<file path="src/rtl/aes_batch_pkg.sv">
// aes_batch_pkg: shared types for the AES batch sequencer.
// Holds the sequencer state encoding and plaintext mode codes.
package aes_batch_pkg;

    typedef enum logic [2:0] {
        ST_IDLE,
        ST_LOAD,
        ST_ARM,
        ST_RUN,
        ST_DONE
    } state_t;

    localparam logic [1:0] MODE_FIXED = 2'd0;
    localparam logic [1:0] MODE_CHAIN = 2'd1;
    localparam logic [1:0] MODE_INCR  = 2'd2;

endpackage

</file>
<file path="src/rtl/aes_batch_seq.sv">
// aes_batch_seq: runs a programmed number of back-to-back AES encryptions.
// Drives core load, captures ciphertext, and shapes the scope trigger.
module aes_batch_seq
    import aes_batch_pkg::*;
#(
    parameter int pPT_WIDTH    = 128,
    parameter int pCOUNT_WIDTH = 16,
    parameter int pARM_WAIT    = 4
) (
    input  logic                    crypto_clk,
    input  logic                    resetn,
    input  logic                    I_start,
    input  logic                    I_abort,
    input  logic [pCOUNT_WIDTH-1:0] I_count,
    input  logic [1:0]              I_mode,
    input  logic                    I_trig_all,
    input  logic [pPT_WIDTH-1:0]    I_textin,
    output logic [pPT_WIDTH-1:0]    O_textout,
    output logic                    O_load,
    input  logic                    I_core_busy,
    input  logic [pPT_WIDTH-1:0]    I_core_ct,
    output logic [pPT_WIDTH-1:0]    O_cipherout,
    output logic [pCOUNT_WIDTH-1:0] O_iter,
    output logic                    O_busy,
    output logic                    O_done,
    output logic                    O_trigger
);

    localparam int AW = (pARM_WAIT < 2) ? 1 : $clog2(pARM_WAIT);
    localparam logic [AW-1:0] ARM_LAST = AW'(pARM_WAIT - 1);

    state_t                  r_state;
    state_t                  w_state_nxt;
    logic [pPT_WIDTH-1:0]    r_textout;
    logic [pPT_WIDTH-1:0]    r_cipher;
    logic [pCOUNT_WIDTH-1:0] r_count;
    logic [pCOUNT_WIDTH-1:0] r_iter;
    logic [1:0]              r_mode;
    logic                    r_trig_all;
    logic                    r_abort_pend;
    logic [AW-1:0]           r_arm_cnt;
    logic                    r_load;
    logic                    r_busy;
    logic                    r_done;
    logic                    r_trig;

    logic                    w_start_ok;
    logic                    w_abort;
    logic                    w_in_batch;
    logic                    w_core_done;
    logic                    w_last;
    logic                    w_arm_to;
    logic [pCOUNT_WIDTH-1:0] w_iter_inc;
    logic [pPT_WIDTH-1:0]    w_pt_nxt;
    logic                    w_trig_sel;
    logic                    w_active;
    logic                    w_gap;
    logic                    w_load_nxt;
    logic                    w_busy_nxt;
    logic                    w_done_nxt;
    logic                    w_trig_nxt;

    assign w_start_ok  = I_start & ~I_abort;
    assign w_abort     = r_abort_pend | I_abort;
    assign w_in_batch  = (r_state == ST_LOAD) || (r_state == ST_ARM) ||
                         (r_state == ST_RUN);
    assign w_core_done = (r_state == ST_RUN) && !I_core_busy;
    assign w_iter_inc  = r_iter + pCOUNT_WIDTH'(1);
    assign w_last      = (w_iter_inc == r_count);
    assign w_arm_to    = (r_arm_cnt == ARM_LAST);

    // State register
    always_ff @(posedge crypto_clk or negedge resetn) begin
        if (!resetn) r_state <= ST_IDLE;
        else         r_state <= w_state_nxt;
    end

    // Next-state decode; abort only takes effect once the core is idle
    always_comb begin
        w_state_nxt = r_state;
        case (r_state)
            ST_IDLE: begin
                if (w_start_ok)
                    w_state_nxt = (I_count == '0) ? ST_DONE : ST_LOAD;
            end
            ST_LOAD: w_state_nxt = ST_ARM;
            ST_ARM: begin
                if (I_core_busy || w_arm_to)
                    w_state_nxt = ST_RUN;
            end
            ST_RUN: begin
                if (!I_core_busy)
                    w_state_nxt = (w_last || w_abort) ? ST_DONE : ST_LOAD;
            end
            ST_DONE: w_state_nxt = ST_IDLE;
            default: w_state_nxt = ST_IDLE;
        endcase
    end

    // Output values for the coming cycle, derived from the next state
    always_comb begin
        w_trig_sel = (r_state == ST_IDLE) ? I_trig_all : r_trig_all;
        w_active   = (w_state_nxt == ST_LOAD) || (w_state_nxt == ST_ARM) ||
                     (w_state_nxt == ST_RUN);
        w_gap      = w_trig_sel && (r_state == ST_RUN) &&
                     (w_state_nxt == ST_LOAD);
        w_load_nxt = (w_state_nxt == ST_LOAD);
        w_busy_nxt = (w_state_nxt != ST_IDLE);
        w_done_nxt = (w_state_nxt == ST_DONE);
        w_trig_nxt = w_active && !w_gap;
    end

    // Registered control outputs
    always_ff @(posedge crypto_clk or negedge resetn) begin
        if (!resetn) begin
            r_load <= 1'b0;
            r_busy <= 1'b0;
            r_done <= 1'b0;
            r_trig <= 1'b0;
        end else begin
            r_load <= w_load_nxt;
            r_busy <= w_busy_nxt;
            r_done <= w_done_nxt;
            r_trig <= w_trig_nxt;
        end
    end

    // Next plaintext selection; reserved mode behaves as fixed
    always_comb begin
        w_pt_nxt = r_textout;
        case (r_mode)
            MODE_CHAIN: w_pt_nxt = I_core_ct;
            MODE_INCR:  w_pt_nxt = r_textout + pPT_WIDTH'(1);
            default:    w_pt_nxt = r_textout;
        endcase
    end

    // Batch parameters latched on start, results captured per encryption
    always_ff @(posedge crypto_clk or negedge resetn) begin
        if (!resetn) begin
            r_textout  <= '0;
            r_cipher   <= '0;
            r_count    <= '0;
            r_iter     <= '0;
            r_mode     <= MODE_FIXED;
            r_trig_all <= 1'b0;
        end else if ((r_state == ST_IDLE) && w_start_ok) begin
            r_textout  <= I_textin;
            r_count    <= I_count;
            r_iter     <= '0;
            r_mode     <= I_mode;
            r_trig_all <= I_trig_all;
        end else if (w_core_done) begin
            r_cipher   <= I_core_ct;
            r_iter     <= w_iter_inc;
            r_textout  <= w_pt_nxt;
        end
    end

    // Sticky abort request, dropped once the batch reaches DONE
    always_ff @(posedge crypto_clk or negedge resetn) begin
        if (!resetn)                  r_abort_pend <= 1'b0;
        else if (r_state == ST_DONE)  r_abort_pend <= 1'b0;
        else if (I_abort && w_in_batch) r_abort_pend <= 1'b1;
    end

    // Bounded wait for core busy so an instant core cannot stall ARM
    always_ff @(posedge crypto_clk or negedge resetn) begin
        if (!resetn)                 r_arm_cnt <= '0;
        else if (r_state == ST_ARM)  r_arm_cnt <= r_arm_cnt + AW'(1);
        else                         r_arm_cnt <= '0;
    end

    assign O_textout   = r_textout;
    assign O_cipherout = r_cipher;
    assign O_iter      = r_iter;
    assign O_load      = r_load;
    assign O_busy      = r_busy;
    assign O_done      = r_done;
    assign O_trigger   = r_trig;

endmodule

</file>
<file path="config.mk">
export PLATFORM = sky130hd
export DESIGN_NAME = aes_batch_seq
export DESIGN_NICKNAME = d
export VERILOG_FILES = /design/src/rtl/aes_batch_pkg.sv /design/src/rtl/aes_batch_seq.sv
export SDC_FILE = /design/constraint.sdc
export NUM_CORES = 1
export LEC_CHECK = 0
export ABC_AREA = 1
export CORE_AREA = 2 2 219 221
export CTS_CLUSTER_DIAMETER = 200
export DETAILED_ROUTE_END_ITERATION = 8
export DIE_AREA = 0 0 221 223
export GPL_ROUTABILITY_DRIVEN = 0
export PLACE_DENSITY_LB_ADDON = 0.08
export SETUP_SLACK_MARGIN = 0.5
export SLEW_MARGIN = 20
export SYNTH_ARGS = -nofsm -noshare
export SYNTH_HDL_FRONTEND = slang
export SYNTH_SLANG_ARGS = --single-unit
</file>
<file path="constraint.sdc">
create_clock -name crypto_clk -period 5.5 [get_ports crypto_clk]
set_clock_uncertainty 0.15 [all_clocks]
set_input_delay 0.55 -clock crypto_clk [delete_from_list [all_inputs] [get_ports crypto_clk]]
set_output_delay 0.55 -clock crypto_clk [all_outputs]
set_load 0.01 [all_outputs]
</file>
==> reports/results.tsv, run 1 <==
metric	value	unit
largest net degree at the start of global routing	190	
Post-Syn Instances	2922	
met3 routed WL	7625	um
RSZ-0062 raised after global routing	no	
top-area cell type share of the netlist area	0.3879	
Worst-Margin Slew	1.058	ns
main flop type after synthesis	dfrtp_1	
critical path endpoint category	register	
initial core utilization	0.4118	
Worst-path clk slew	0.07	ns
LEAKAGE	12.30	nW
Post-DP Area	25460	um2
wire length of the first global-routing pass	126900	um
wire length on met1	32300	um
Total GRT Usage	0.3340	
Warnings, synthesis	0	
# fillers	4554	
area of the multi-input gates	9940	um2
DP HPWL	66480	um
Highest Clock Rate	0.2833	GHz
final-report hold violation count	0	
Final setup violation count	0	
crit path max fanout	83	
critical path class	reg -> reg	
Final #Nets	3694	
CTS tree	yes	
CP startpoint kind	register	
Vias/cell	5.344	
most frequent cells in the layout	947 x nand2_1, 554 x clkdlybuf4s50_1, 388 x inv_1	
Power Density	497.2	nW/um2
ANT nets after route	0	
initial DRC count	2355	
post-synth cell types	45	
largest area contributor in the netlist	dfrtp_1	
Min-Delay Path Class	reg -> reg	
Final WS setup	1.970	ns
synth top area cells	dfrtp_1 39%, nand2_1 18%, o21ai_0 8.8%	
hold_buf cts	1	
final WL	85090	um
Slew Limit Fails	0	
Die Y	223	um
Mapped Nets	3206	
CP required	5.82	ns
worst hold slack	0.2832	ns
Post-Syn Area	19420	um2
metal2 WL	40670	um
Post-CTS Setup Inserts	0	
period utilization	0.6418	
# rows	80	
number of synthesized flops with an enable pin	0	
status	completed	
Synth Register Bits	301	
I/O pin cnt	556	
die area	49280	um2
initial antenna violation count	9	
relative slew slack	0.2947	
root buf cell	clkbuf_16	
Reg area	7532	um2
highest routed metal layer	met5	
clock tree buffer depth	3	
Final min period	3.530	ns
Worst Path Arrival	3.85	ns
total CTS buffers	36	
dpl ws	1.579	ns
design area	26720	um2
TNS Setup	0	ns
Util after Layout	0.5669	
drt pass-1 iters	6	
Post-CTS Resized	0	
Worst IR Drop VDD	0.2519	mV
vias	21685	
total core area	47150	um2
IO buf count	555	
share of layout cells above drive strength 1	0.04192	
later-pin clock latency in the skew report	0.55	ns
Remaining DRCs	0	
Die Wd	221	um
clock sinks	301	
Seq/Total Area, Yosys	0.3879	
H-tree lvl count	2	
vias in the first global route	20912	
commonest non-fill, non-tap cell in the layout	nand2_1	
global route total overflow	0	
Layout Area Growth over Synthesis	37.64	%
max_cap viols	0	
FFs w/ async S/R, synth	1.000	
Routed wire per std cell	20.97	um
Avg Inst Size Synth	6.645	um2
worst paths after layout:
kind | startpoint | to | slack (ns) | cells past startpoint
min reg2reg | r_arm_cnt[0] | r_arm_cnt[0] | 0.28 | 1
max | r_state[2] | O_textout[71] | 1.97 | 9
min in group asynchronous | resetn | O_cipherout[11] | 0.43 | 2
max reg2reg | r_state[2] | O_textout[71] | 1.97 | 9
min | r_arm_cnt[0] | r_arm_cnt[0] | 0.28 | 1
max in group asynchronous | resetn | O_cipherout[114] | 3.51 | 3
synthesized netlist by cell type (10+ instances only):
cell type	number
or2_2	10
nor3_2	10
nor3_1	71
nand2_1	949
o21ai_1	20
clkbuf_1	99
o21ai_0	342
nor2_4	11
buf_2	12
xor2_1	76
a211oi_1	15
nor2_1	263
nor4_1	12
nand4_1	66
inv_2	11
xnor2_1	15
nor2_2	14
o22ai_1	35
a21oi_1	29
inv_1	390
o211ai_1	15
nand3_1	94
dfrtp_1	301
cells by family (layout without fill, tap and decap cells):
| logic type | count (synthesis) | count (layout) | synth area share |
|---|---|---|---|
| AO/OA/AOI/OAI | 479 | 479 | 0.1325 |
| XOR/XNOR | 92 | 92 | 0.04221 |
| adder cells (fa/ha/maj) | 4 | 4 | 0.002578 |
| buffers and inverters | 522 | 1035 | 0.1019 |
| flip-flops | 301 | 301 | 0.3879 |
| other | 0 | 8 | 0 |
| AND/OR/NAND/NOR | 1524 | 1524 | 0.3328 |
final cells by class:
| cell class | count | area share |
|---|---|---|
| sequential | 301 | 0.2818 |
| inverter | 402 | 0.05656 |
| clock inverter | 8 | 0.006180 |
| timing repair buffer | 570 | 0.2138 |
| antenna | 8 | 0.0007491 |
| multi-input combinational | 2099 | 0.3719 |
| tap | 615 | 0.02879 |
| clock buffer | 55 | 0.04017 |
worst max-delay path, cell delays in order, from the launching register on:
cell,delay [ns]
dfrtp_1,0.43
nor3_1,0.30
nand2_4,0.46
o21ai_4,0.21
buf_4,0.54
buf_4,0.78
o21ai_0,0.22
inv_1,0.11
nand2_1,0.06
o21ai_1,0.08
flip-flops by register name, summed over array words and instances (netlist names):
name / flops
r_trig_all: 1
O_busy: 1
r_arm_cnt: 2
r_count: 16
O_done: 1
O_iter: 16
O_textout: 128
O_cipherout: 128
r_state: 3
r_mode: 2
r_abort_pend: 1
O_load: 1
O_trigger: 1
through the flow:
stage / std cells / total power, W
floorplan: 2922 / 0.007316
global placement: 3986 / 0.01058
detailed placement: 3986 / 0.01069
CTS: 4050 / 0.01332
global route: 4057 / 0.01415
finish: 4058 / 0.01329
routing by layer:
metal / GRT usage / vias up
li1: - / 10268
met1: 0.4033 / 10131
met2: 0.5619 / 1074
met3: 0.07955 / 210
met4: 0.1591 / 2
met5: 0 / -
report_power, final:
group | internal (W) | switching [W]
Clock | 0.00158 | 0.000989
Combinational | 0.00288 | 0.00336
Sequential | 0.00321 | 0.00126
Total | 0.00767 | 0.00562
(Power assumes the default switching activity.)
==> run 2, diff against run 1 <==
--- a/config.mk
+++ b/config.mk
@@ -6,10 +6,10 @@
 export NUM_CORES = 1
 export LEC_CHECK = 0
 export ABC_AREA = 1
-export CORE_AREA = 2 2 219 221
+export CORE_AREA = 2 2 215 217
 export CTS_CLUSTER_DIAMETER = 200
 export DETAILED_ROUTE_END_ITERATION = 8
-export DIE_AREA = 0 0 221 223
+export DIE_AREA = 0 0 217 219
 export GPL_ROUTABILITY_DRIVEN = 0
 export PLACE_DENSITY_LB_ADDON = 0.08
 export SETUP_SLACK_MARGIN = 0.5
==> constraint.sdc (replaced) <==
create_clock -name crypto_clk -period 3.4 [get_ports crypto_clk]
set_clock_uncertainty 0.15 [all_clocks]
set_input_delay 0.34 -clock crypto_clk [delete_from_list [all_inputs] [get_ports crypto_clk]]
set_output_delay 0.34 -clock crypto_clk [all_outputs]
set_load 0.01 [all_outputs]
==> run 2 against run 1 <==
  * Routed wire length increased by 6.6%
  * Critical path depth increased by 2
  * Register-to-register slack got worse by 1.5 ns
  * First-iteration DRC count increased by 17%
  * Power increased by 67%
  * Via count increased by 4.1%
  * Worst hold slack got worse by 0.092 ns
==> reports/results.tsv, run 2 (synthesis gave the netlist of run 1 again) <==
metric	value	unit	change
wire length of the first global-routing pass	134000	um	+5.6%
Slew Limit Fails	0		unchanged
Final setup violation count	0		unchanged
period utilization	0.8492		+0.2074
Comb power frac	0.476		+0.006
total CTS buffers	37		+2.8%
initial core utilization	0.4306		+0.01879
Remaining DRCs	0		unchanged
RR Startpoint	O_textout[31]		
worst hold slack	0.1916	ns	-0.09156 ns
crit path max fanout	5		-94%
largest net degree at the start of global routing	190		unchanged
Routed wire per std cell	22.35	um	+6.6%
IO buf count	555		unchanged
Total GRT Usage	0.3720		+0.03801
Highest Clock Rate	0.3463	GHz	+22%
Power Density	820.3	nW/um2	+65%
later-pin clock latency in the skew report	0.57	ns	+0.02 ns
reg2reg setup slack	0.51	ns	-1.46 ns
crit-path cells	inv_1 -> nor3_1 -> nand2_1 -> nor2_1 -> nand2_1 -> nor3_1 -> xor2_1 -> nand2_1 -> nand2_1 -> nand2_1 -> nand2_1		
clock tree buffer depth	3		unchanged
die area	47520	um2	-3.6%
reg2reg end	O_textout[67]		
Clk pwr share	0.196		+0.003
dpl ws	0.3980	ns	-1.181 ns
Worst path top cell family by delay	simple AND/OR/NAND/NOR gates		
commonest non-fill, non-tap cell in the layout	nand2_1		
total core area	45090	um2	-4.4%
hold path startpoint	I_textin[0]		
Die Wd	217	um	-1.8%
Worst IR Drop VDD	0.5659	mV	+120%
# fillers	4355		-4.4%
Post-DP Area	25640	um2	+0.71%
Worst Path Buf+Inv	1		-2
R2R cell count	11		+2
root buf cell	clkbuf_16		
I/O pin cnt	556		unchanged
Hold Path End	O_textout[0]		
Vias/cell	5.562		+4.1%
relative slew slack	0.3479		+0.05319
most frequent cells in the layout	947 x nand2_1, 554 x clkdlybuf4s50_1, 388 x inv_1		
Layout Area Growth over Synthesis	39.33	%	
CP required	3.76	ns	-2.06 ns
Final #Nets	3712		+0.49%
Sw Pwr	0.009605	W	+71%
Min-Delay Path Class	in -> reg		
critical path endpoint category	register		
DP HPWL	69960	um	+5.2%
Worst-path clk slew	0.06	ns	about the same
Final WS setup	0.5126	ns	-1.457 ns
status	completed		
CP startpoint kind	register		
ANT nets after route	0		unchanged
Worst path slowest cell	nor3_1		
drt pass-1 iters	8		+2
CTS tree	yes		
clock sinks	301		unchanged
critical path class	reg -> reg		
Pint	0.01259	W	+64%
Worst-Margin Slew	0.9781	ns	-0.07978 ns
hold path depth	3		+2
global route total overflow	0		unchanged
RSZ-0062 raised after global routing	yes		
Die Y	219	um	-1.8%
vias in the first global route	21585		+3.2%
design area	27050	um2	+1.2%
CP most frequent cell	nand2_1		
final-report hold violation count	0		unchanged
Final min period	2.887	ns	-0.6427 ns
CP max stage delay	0.66	ns	-0.12 ns
Switching Share	0.4328		+0.01006
initial DRC count	2757		+17%
vias	22569		+4.1%
LEAKAGE	12.49	nW	+1.5%
# rows	78		-2.5%
Reg power frac	0.328		-0.009
H-tree lvl count	2		unchanged
initial antenna violation count	3		-6
TNS Setup	0	ns	unchanged
Pwr Total	0.02219	W	+67%
share of layout cells above drive strength 1	0.05266		+0.01074
max_cap viols	0		unchanged
Worst Path Arrival	3.25	ns	-0.60 ns
final WL	90700	um	+6.6%
run 2: cell count changes in the layout (fill, tap and decap cells not counted), moves of 3 or more:
| cell | previous run | this run |
|---|---|---|
| diode_2 | 8 | 2 |
| nor2_2 | 14 | 17 |
| clkinv_2 | 5 | 8 |
| nor3_1 | 71 | 64 |
| buf_12 | 3 | 10 |
| buf_4 | 11 | 21 |
| nor3_2 | 10 | 15 |
| nor2_1 | 263 | 259 |
run 2: routing by layer:
| layer | wire length (um) | GRT usage | share of wire | up-vias |
|---|---|---|---|---|
| li1 | - | - | - | 10300 |
| met4 | 4879 | 0.1763 | 0.054 | 2 |
| met1 | 34630 | 0.4624 | 0.38 | 10582 |
| met2 | 41480 | 0.6016 | 0.46 | 1418 |
| met3 | 9706 | 0.09965 | 0.11 | 267 |
| met5 | 13 | 0 | 0.00014 | - |
run 2: area by class of cell:
cell class                 count  area [um2]  area share
multi-input combinational   2099       10020      0.3703
sequential                   301        7535      0.2785
timing repair buffer         587        5928      0.2191
inverter                     402        1513     0.05592
clock buffer                  56        1120     0.04139
tap                          600       750.7     0.02775
clock inverter                11       183.9    0.006799
antenna                        2       5.005   0.0001850
run 2: tightest hold or removal path: cells and delay by family:
kind | cells | cell delay (ns)
simple gates | 1 | 0.07
compound gates | 1 | 0.07
buf+inv | 1 | 0.40
run 2: through the flow:
stage	utilization	instances
after floorplan	-	2922
after global placement	0.5686	3986
after detailed placement	0.5686	3986
after CTS	0.5979	4054
after global routing	0.6000	4058
final	0.6000	4058
run 2: how the worst max path moves through the flow:
stage / from / end / cells after the start
finish: O_textout[31] / O_textout[67] / 11
global route: O_textout[26] / O_textout[124] / 11
CTS: O_textout[0] / O_textout[126] / 13
detailed placement: O_textout[0] / O_textout[82] / 13
global placement: O_textout[0] / O_textout[126] / 13
floorplan: O_textout[0] / O_textout[110] / 16
run 2: repair_timing:
| item | CTS | global route |
|---|---|---|
| resized for setup | 2 | 17 |
| buffers inserted | 0 | 2 |
| endpoints found under the hold margin | 75 | 0 |
| pin swaps | 0 | 1 |
| setup endpoints to repair | 6 | 24 |
| hold buffers | 1 | 0 |
run 2: power by group through the flow:
stage / clock network (W) / logic (W) / registers [W]
CTS: 0.00440 / 0.0105 / 0.00720
global placement: 0 / 0.0103 / 0.00716
finish: 0.00434 / 0.0106 / 0.00728
global route: 0.00455 / 0.0115 / 0.00745
floorplan: 0 / 0.00454 / 0.00730
detailed placement: 0 / 0.0104 / 0.00723
